--- src/rtl/load_store_unit.sv ---
`default_nettype none
// ============================================================================
// Module      : load_store_unit
// Description : RISC-V style load/store unit with a single-outstanding word
//               memory port. Define LSU_TIMEOUT_EN to enable the WAIT watchdog.
// Revision    : 1.0 - initial release
// ============================================================================
module load_store_unit #(
    parameter int TIMEOUT = 16
) (
    input  logic        clk,
    input  logic        rst,
    input  logic        req_valid,
    input  logic        req_write,
    input  logic [2:0]  req_f3,
    input  logic [31:0] req_addr,
    input  logic [31:0] req_wdata,
    output logic        stall,
    output logic        rsp_valid,
    output logic [31:0] rsp_rdata,
    output logic        fault,
    output logic        mem_req,
    output logic        mem_we,
    output logic [31:0] mem_addr,
    output logic [31:0] mem_wdata,
    output logic [3:0]  mem_byte_en,
    input  logic        mem_ready,
    input  logic [31:0] mem_rdata
);

    typedef enum logic [1:0] {
        S_IDLE = 2'd0,
        S_WAIT = 2'd1,
        S_DONE = 2'd2
    } state_t;

    if (TIMEOUT < 1) begin : g_bad_timeout
        $error("load_store_unit: TIMEOUT must be at least 1");
    end

    state_t      r_state;
    logic [2:0]  r_f3;
    logic [1:0]  r_off;
    logic [31:0] r_rdata;
    logic        r_we;
    logic [31:0] r_addr;
    logic [31:0] r_wdata;
    logic [3:0]  r_byte_en;

    logic        w_f3_ok;
    logic        w_size_half;
    logic        w_size_word;
    logic        w_misaligned;
    logic        w_illegal;
    logic        w_start;
    logic [3:0]  w_byte_en;
    logic [31:0] w_wdata;
    logic [31:0] w_lane;
    logic [31:0] w_load;

    // Unsigned forms exist only for sub-word loads.
    always_comb begin
        w_f3_ok = 1'b0;
        case (req_f3)
            3'b000, 3'b001, 3'b010: w_f3_ok = 1'b1;
            3'b100, 3'b101:         w_f3_ok = !req_write;
            default:                w_f3_ok = 1'b0;
        endcase
    end

    assign w_size_half  = (req_f3[1:0] == 2'b01);
    assign w_size_word  = (req_f3[1:0] == 2'b10);
    assign w_misaligned = (w_size_half && req_addr[0]) ||
                          (w_size_word && (req_addr[1:0] != 2'b00));
    assign w_illegal    = !w_f3_ok || w_misaligned;
    assign w_start      = (r_state == S_IDLE) && req_valid && !w_illegal;

    // Store data is replicated across lanes; byte enables pick the live ones.
    always_comb begin
        w_byte_en = 4'b1111;
        w_wdata   = req_wdata;
        if (w_size_half) begin
            w_byte_en = 4'b0011 << req_addr[1:0];
            w_wdata   = {2{req_wdata[15:0]}};
        end else if (!w_size_word) begin
            w_byte_en = 4'b0001 << req_addr[1:0];
            w_wdata   = {4{req_wdata[7:0]}};
        end
    end

    assign w_lane = mem_rdata >> {r_off, 3'b000};

    always_comb begin
        w_load = w_lane;
        case (r_f3)
            3'b000:  w_load = {{24{w_lane[7]}}, w_lane[7:0]};
            3'b001:  w_load = {{16{w_lane[15]}}, w_lane[15:0]};
            3'b100:  w_load = {24'd0, w_lane[7:0]};
            3'b101:  w_load = {16'd0, w_lane[15:0]};
            default: w_load = w_lane;
        endcase
    end

`ifdef LSU_TIMEOUT_EN
    localparam int CW = $clog2(TIMEOUT + 1);
    logic [CW-1:0] r_cnt;
    logic          r_tfault;
`endif

    always_ff @(posedge clk or posedge rst) begin
        if (rst) begin
            r_state   <= S_IDLE;
            r_f3      <= 3'd0;
            r_off     <= 2'd0;
            r_rdata   <= 32'd0;
            r_we      <= 1'b0;
            r_addr    <= 32'd0;
            r_wdata   <= 32'd0;
            r_byte_en <= 4'd0;
`ifdef LSU_TIMEOUT_EN
            r_cnt     <= '0;
            r_tfault  <= 1'b0;
`endif
        end else begin
            case (r_state)
                S_IDLE: begin
                    if (w_start) begin
                        r_state   <= S_WAIT;
                        r_f3      <= req_f3;
                        r_off     <= req_addr[1:0];
                        r_we      <= req_write;
                        r_addr    <= {req_addr[31:2], 2'b00};
                        r_wdata   <= w_wdata;
                        r_byte_en <= w_byte_en;
`ifdef LSU_TIMEOUT_EN
                        r_cnt     <= '0;
                        r_tfault  <= 1'b0;
`endif
                    end
                end
                S_WAIT: begin
                    if (mem_ready) begin
                        r_state <= S_DONE;
                        // Stores complete without disturbing the last load result.
                        if (!r_we) begin
                            r_rdata <= w_load;
                        end
                    end
`ifdef LSU_TIMEOUT_EN
                    else if (r_cnt == CW'(TIMEOUT - 1)) begin
                        r_state  <= S_DONE;
                        r_rdata  <= 32'd0;
                        r_tfault <= 1'b1;
                    end else begin
                        r_cnt <= r_cnt + 1'b1;
                    end
`endif
                end
                S_DONE: begin
                    r_state <= S_IDLE;
`ifdef LSU_TIMEOUT_EN
                    r_tfault <= 1'b0;
`endif
                end
                default: r_state <= S_IDLE;
            endcase
        end
    end

    assign mem_req     = (r_state == S_WAIT);
    assign mem_we      = r_we;
    assign mem_addr    = r_addr;
    assign mem_wdata   = r_wdata;
    assign mem_byte_en = r_byte_en;
    assign rsp_valid   = (r_state == S_DONE);
    assign rsp_rdata   = r_rdata;
    assign stall       = req_valid && (r_state != S_DONE) &&
                         !((r_state == S_IDLE) && w_illegal);

`ifdef LSU_TIMEOUT_EN
    assign fault = ((r_state == S_IDLE) && req_valid && w_illegal) ||
                   ((r_state == S_DONE) && r_tfault);
`else
    assign fault = (r_state == S_IDLE) && req_valid && w_illegal;
`endif

endmodule
`default_nettype wire

--- config.mk ---
export PLATFORM = sky130hd
export DESIGN_NAME = load_store_unit
export DESIGN_NICKNAME = d
export VERILOG_FILES = /design/src/rtl/load_store_unit.sv
export SDC_FILE = /design/constraint.sdc
export NUM_CORES = 1
export LEC_CHECK = 0
export BUFFER_PORTS_ARGS = -buffer_cell sky130_fd_sc_hd__buf_4
export CAP_MARGIN = 20
export CORE_ASPECT_RATIO = 0.9
export CORE_UTILIZATION = 28
export DETAILED_ROUTE_END_ITERATION = 10
export SYNTH_ARGS = -nofsm -noshare
export SYNTH_HDL_FRONTEND = slang
export SYNTH_SLANG_ARGS = --single-unit
--- constraint.sdc ---
create_clock -name clk -period 4.7 [get_ports clk]
set_clock_uncertainty 0.05 [all_clocks]
set_input_delay 0.235 -clock clk [delete_from_list [all_inputs] [get_ports clk]]
set_output_delay 0.235 -clock clk [all_outputs]
set_load 0.01 [all_outputs]
==> results.md, run 1 <==
- Die Wd: 149.5 um
- First-pass GRT wire length: about 24 mm
- Critical R2R Launch: r_off[1]$_DFFE_PP0P_
- Final max-slew violation count: 0
- Worst Path Max Fanout: 28
- Share of cells above drive strength 1: 50.62%
- Ys flop type: dfrtp_1
- Clock power frac: roughly a fifth
- N_diodes: 0
- Buffers on Ports: roughly 210
- Critical Path End Type: register
- Synth Instances: 452
- Post-route worst setup slack: 2.055 ns
- Routed len/inst: 17.18 um
- I/O Pins: 209
- Number of flops mapped to enable cells by yosys: 0
- Synth cell count leaders: dfrtp_1 (106), mux2_4 (68), a21oi_1 (59), nor2_1 (42), mux2_2 (28)
- Vias: approximately 4.2k
- Top-count cell post-synth: dfrtp_1
- Num CTS Buffers: 9
- Worst path cell trace: mux2i_1 -> a2111oi_0 -> nor3_2 -> a21oi_1
- Setup CP Type: register to register
- R2R cell count: 4
- Post-synthesis sequential area ratio: 48.39%
- Hold WC Path Type: input port to async pin
- Final ANT Viol Nets: 0
- Post-CTS sizing: 0
- Cts hold-fix bufs: 0
- Clk pin slew, worst setup/hold paths: 0.07 ns
- GRT Overall Usage: 15.51%
- Netlist cell types: 33
- Power per cell area: 516.1 nW/um^2
- Mapped Area: approximately 5500 um^2
- Final WL: between 15 and 20 mm
- Final hold violations: 0
- Worst r2r dst: rsp_rdata[22]$_DFFE_PP0P_
- Register-to-register path setup slack: between 2 and 2.5 ns
- Setup crit end: rsp_rdata[22]$_DFFE_PP0P_
- CTS Buffer Depth: 2
- GR Overflow Total: 0
- Util after Layout: 39.05%
- FFs w/ async S/R, synth: 100.0%
- Critical Path Max Stage Delay: 1.01 ns
- Final setup fails: 0
- H-Tree Depth: 3
- Setup crit start: r_off[1]$_DFFE_PP0P_
- Row count: 48
- Fmax: 378.0 MHz
- Final net count: 749
- Insertion delay of the later-clocked pin in the worst-skew pair: 0.35 ns
- Post-synth top area cell: dfrtp_1
- Measured slew at the worst slew-check pin: 1.083 ns
- Area grow syn2layout: 36.50%
- Die ar.: 20140 um^2
- Fin crit share: 56.28%
- Initial antenna violation count: 0
- Setup bufs post-CTS: 0
- Yosys reg bits: ~110
- GP Congestion: 0.8792
- Core ar.: 19160 um^2
- Internal power: ~2.6 mW
- CTS tree: yes
- CP required: 4.83 ns
- Startpoint types: register
- Syn_area_per_cell: 12.13 um^2
- Max_cap viols: 0
- Critical-path top delay cell: dfrtp_1
- Vias/cell: 4.662
- RSZ-0062 raised after global routing: no
- Leakage: ~3.7 nW
- Dpl hpwl: roughly 11 mm
- Die H: roughly 130 um
- Logic pwr share: 40.3%
- Outcome: finished, final reports clean
- Residual DRC: 0
- Vias in the first global route: 4427
- Synth top area share: 48.39%
- Final Power: 3.862 mW
- Setup TNS: 0 ns
- 1st-iter DRT viols: 160
- Root Driver: clkbuf_16
- Sw power: 1.278 mW
- Sw frac: 33.10%
- Largest net degree at the start of global routing: 70
- Dpl ws: 1.950 ns
- Pre-Repair DR Iteration Count: 4
- Total clock sinks: 106
- Initial core utilization: 28.61%
- Top post-synthesis cells by area: dfrtp_1 (48%), mux2_4 (19%), mux2_2 (5.8%), a21oi_1 (5.4%), mux2i_1 (4.9%)
- Seq pwr share: between 30% and 40%
- Ys Warns: 0
- VDD IR max: 0.2156 mV
- Normalized max-slew margin: 27.78%
- Fin crit period: 2.645 ns
- Critical Path AT: 2.78 ns
==> critical path: cells and delay by family (launching register included) <==
kind,cells,cell delay [ns]
compound gates,2,0.29
flops,1,1.01
mux,1,0.34
simple gates,1,0.78
==> sequential cells by signal, indices dropped and copies added (netlist names) <==
register / flops
mem_addr: 30
mem_byte_en: 4
mem_wdata: 32
mem_we: 1
r_f3: 3
r_off: 2
r_state: 2
rsp_rdata: 32
==> metal layers <==
metal  up-vias  global-route usage [%]  share of wire, %
met1      2051                   19.48                42
met5         -                       0                 0
li1       1955                       -                 -
met3         7                   5.608               9.2
met4         0                   3.458              0.80
met2       164                   25.33                48
==> per-stage QoR <==
| stage | hold WS (ns) | area, um^2 | cells |
|---|---|---|---|
| detailed placement | 0.3921 | 7176 | 880 |
| finish | 0.01101 | 7482 | 896 |
| floorplan | 0.2926 | 5485 | 453 |
| global route | 0.03633 | 7482 | 896 |
| global placement | 0.3881 | 7176 | 880 |
| CTS | 0.005114 | 7482 | 896 |
==> power groups by stage <==
stage / clock network, mW / logic, mW / registers, mW
global placement: 0 / 1.56 / 1.51
floorplan: 0 / 0.704 / 1.60
CTS: 0.827 / 1.58 / 1.52
detailed placement: 0 / 1.58 / 1.52
finish: 0.794 / 1.56 / 1.51
global route: 0.860 / 1.69 / 1.56
==> worst min-delay path by stage <==
stage                                           to  cells past startpoint  slack [ns]
after floorplan             r_state[0]$_DFFE_PP0P_                      1        0.29
final                     rsp_rdata[0]$_DFFE_PP0P_                      2        0.01
after global placement      r_state[0]$_DFFE_PP0P_                      2        0.39
after detailed placement    r_state[0]$_DFFE_PP0P_                      2        0.39
after global routing        r_state[0]$_DFFE_PP0P_                      2        0.04
after CTS                   r_state[0]$_DFFE_PP0P_                      2       0.005
==> cell type report <==
class / instances / area [um^2]
multi-input combinational: 309 / 2613
inverter: 5 / 21.27
timing repair buffer: 210 / 1577
clock buffer: 11 / 242.7
sequential: 106 / 2653
tap: 250 / 312.8
fill: 1870 / 11680
clock inverter: 5 / 63.81
==> cells in the final DEF, fill, tap and decap left out, types with 2 or more instances in the layout <==
cell type	Yosys	layout
buf_4	3	210
dfrtp_1	106	106
mux2_4	68	68
a21oi_1	59	59
nor2_1	42	42
mux2_2	28	28
mux2i_1	27	27
o21ai_0	17	17
nor2b_1	15	14
nand2_1	10	10
clkbuf_16	0	9
a211oi_1	8	8
and2_1	7	7
nand2b_1	5	5
nor3_1	4	4
inv_1	5	4
ha_1	4	4
clkinv_4	0	3
o21a_1	2	2
conb_1	1	2
==> cell families (layout without fill, tap and decap cells) <==
kind of cell / Yosys count / after routing / share of synthesized area (%)
AOI/OAI and AO/OA: 89 / 89 / 8.902
xor gates and xnor gates: 1 / 1 / 0.1598
adders and majority gates: 4 / 4 / 0.9131
buffers and inverters: 38 / 231 / 4.063
DFF: 106 / 106 / 48.39
muxes: 123 / 123 / 29.31
other: 1 / 2 / 0.06841
and+or+nand+nor: 90 / 90 / 8.195
No activity file was read; power rests on OpenSTA's default activity.
==> inputs of run 2 (changes only) <==
clock period = 2.45 ns   (was 4.7 ns; I/O delays follow)
==> results.md, run 2 (synthesis gave the netlist of run 1 again) <==
- Worst path cell trace: mux2i_1 -> a2111oi_0 -> nor3_2 -> a21oi_1
- First-pass GRT wire length: 24.70 mm (+3.2%)
- Commonest cells after routing, fill and taps aside: buf_4 (216), dfrtp_1 (106), mux2_4 (68)
- Startpoint types: register
- Vias in the first global route: 4736 (+7.0%)
- GR Overflow Total: 0 (unchanged)
- Setup TNS: 0 ns (unchanged)
- Area after DPL: 7262 um^2 (+1.2%)
- Final ANT Viol Nets: 0 (unchanged)
- Hold Crit Endpoint: r_off[1]$_DFFE_PP0P_
- Layout Cells excl Fill: 946 (+5.6%)
- Register-to-register path setup slack: 0.44 ns (-1.61 ns)
- I/O Pins: 209 (unchanged)
- Vias/cell: 4.667 (+0.11%)
- Post-CTS sizing: 0 (unchanged)
- Hold WC Path Type: input port to register
- Critical Path Max Stage Delay: 0.76 ns (-0.25 ns)
- Row count: 48 (unchanged)
- Post-route worst setup slack: 0.4434 ns (-1.611 ns)
- Core ar.: 19160 um^2 (unchanged)
- Die ar.: 20140 um^2 (unchanged)
- Final hold violations: 0 (unchanged)
- N_diodes: 0 (unchanged)
- Outcome: finished, final reports clean
- Final setup fails: 0 (unchanged)
- R2R cell count: 4 (unchanged)
- Initial antenna violation count: 0 (unchanged)
- Commonest non-fill, non-tap cell in the layout: buf_4
- Root Driver: clkbuf_16
- Worst r2r dst: rsp_rdata[17]$_DFFE_PP0P_
- Final WL: 15.87 mm (+3.1%)
- Normalized max-slew margin: 33.37% (+5.6 points)
- Dpl ws: 0.4602 ns (-1.490 ns)
- Initial core utilization: 28.61% (unchanged)
- Leakage: 3.948 nW (+5.9%)
- Final Power: 7.487 mW (+94%)
- Routed len/inst: 16.78 um (-2.3%)
- CTS Buffer Depth: 2 (unchanged)
- Buffers on Ports: 206 (unchanged)
- Fin crit share: 81.90% (+26 points)
- Post-Place Cells: 888 (+0.91%)
- Power per cell area: 937.1 nW/um^2 (+82%)
- Die H: 134.7 um (unchanged)
- CP required: 2.58 ns (-2.25 ns)
- GP Congestion: 0.8868 (+0.86%)
- Worst Path Max Fanout: 16 (-43%)
- Critical R2R Launch: r_off[1]$_DFFE_PP0P_
- Vias: 4415 (+5.7%)
- Multi-input gate area: 2613 um^2 (unchanged)
- Residual DRC: 0 (unchanged)
- Clk pin slew, worst setup/hold paths: 0.07 ns (about the same)
- Dpl hpwl: 11.15 mm (-1.3%)
- Max_cap viols: 0 (unchanged)
- GRT Overall Usage: 16.00% (+0.49 points)
- Share of cells above drive strength 1: 48.13% (-2.5 points)
- 1st-iter DRT viols: 127 (-21%)
- FILL cells: 1820 (-2.7%)
- Total clock sinks: 106 (unchanged)
- VDD IR max: 0.3816 mV (+77%)
- Critical-path top delay cell: nor3_2
- Fmax: 498.3 MHz (+32%)
- Largest net degree at the start of global routing: 63 (-10%)
- Setup CP Type: register to register
- Critical Path End Type: register
- Hold path depth: 2
- Final instance area: 7989 um^2 (+6.8%)
- CTS tree: yes
- Pre-Repair DR Iteration Count: 4 (unchanged)
- CP Buf/Inv Count: 0 (unchanged)
- Die Wd: 149.5 um (unchanged)
- Measured slew at the worst slew-check pin: 0.9941 ns (-0.08919 ns)
- H-Tree Depth: 3 (unchanged)
- Hold_sp: req_addr[1]
- Area grow syn2layout: 45.74%
- Delay-heaviest family, CP: simple AND/OR/NAND/NOR gates
- Fin crit period: 2.007 ns (-0.6387 ns)
- WP depth: 4 (unchanged)
- Critical Path AT: 2.14 ns (-0.64 ns)
- RSZ-0062 raised after global routing: no
- Insertion delay of the later-clocked pin in the worst-skew pair: 0.35 ns (about the same)
- Num CTS Buffers: 9 (unchanged)
- Register area: 2653 um^2 (unchanged)
- Final max-slew violation count: 0 (unchanged)
- Final net count: 799 (+6.7%)
## run 2: changes by cell type in the layout (fill, tap and decap cells not counted)
cell	before	now
inv_4	1	0
buf_4	210	216
dlygate4sd3_1	0	42
clkinvlp_4	1	3
clkbuf_8	1	2
clkinv_4	3	0
clkinv_2	0	1
buf_12	0	2
## run 2: report_power, final
part	internal, mW	total, mW	switching (mW)	leakage (nW)
sequential	2.41	2.86	0.457	1.26
combinational	1.79	3.11	1.33	2.54
clock	0.848	1.51	0.661	0.145
total	5.04	7.49	2.44	3.95
## run 2: area by class of cell
type / instances / area share, %
clock inverters: 4 / 0.6265
inverters: 5 / 0.2819
repair buffers: 260 / 26.06
multi-input cells: 309 / 32.70
well taps: 250 / 3.915
flip-flops and latches: 106 / 33.20
clock buffers: 12 / 3.211
## run 2: repair_timing
| item | CTS | global route |
|---|---|---|
| endpoints found under the hold margin | 64 | 0 |
| buffers inserted | 0 | 0 |
| hold buffers | 42 | 0 |
## run 2: through the flow
step	util [%]	hold slack (ns)
2_1_floorplan	-	0.1801
4_1_cts	41.70	0.01062
3_3_place_gp	37.90	0.1746
6_report	41.70	0.01670
5_1_grt	41.70	0.02079
3_5_place_dp	37.90	0.1815
## run 2: worst max-delay path by stage
stage	from	to	slack, ns
finish	r_off[1]$_DFFE_PP0P_	rsp_rdata[17]$_DFFE_PP0P_	0.44
CTS	r_off[1]$_DFFE_PP0P_	rsp_rdata[17]$_DFFE_PP0P_	0.47
floorplan	r_f3[0]$_DFFE_PP0P_	rsp_rdata[18]$_DFFE_PP0P_	0.84
global route	r_off[1]$_DFFE_PP0P_	rsp_rdata[27]$_DFFE_PP0P_	0.32
detailed placement	req_addr[0]	mem_addr[24]$_DFFE_PP0P_	0.46
global placement	req_addr[0]	mem_addr[13]$_DFFE_PP0P_	0.51
## run 2: per-layer routing
metal,vias to the layer above,routed length (um),track usage (%)
met5,-,0,0
met4,0,442,7.370
met3,33,1504,5.270
met2,184,7249,25.41
met1,2141,6675,19.59
li1,2057,-,-
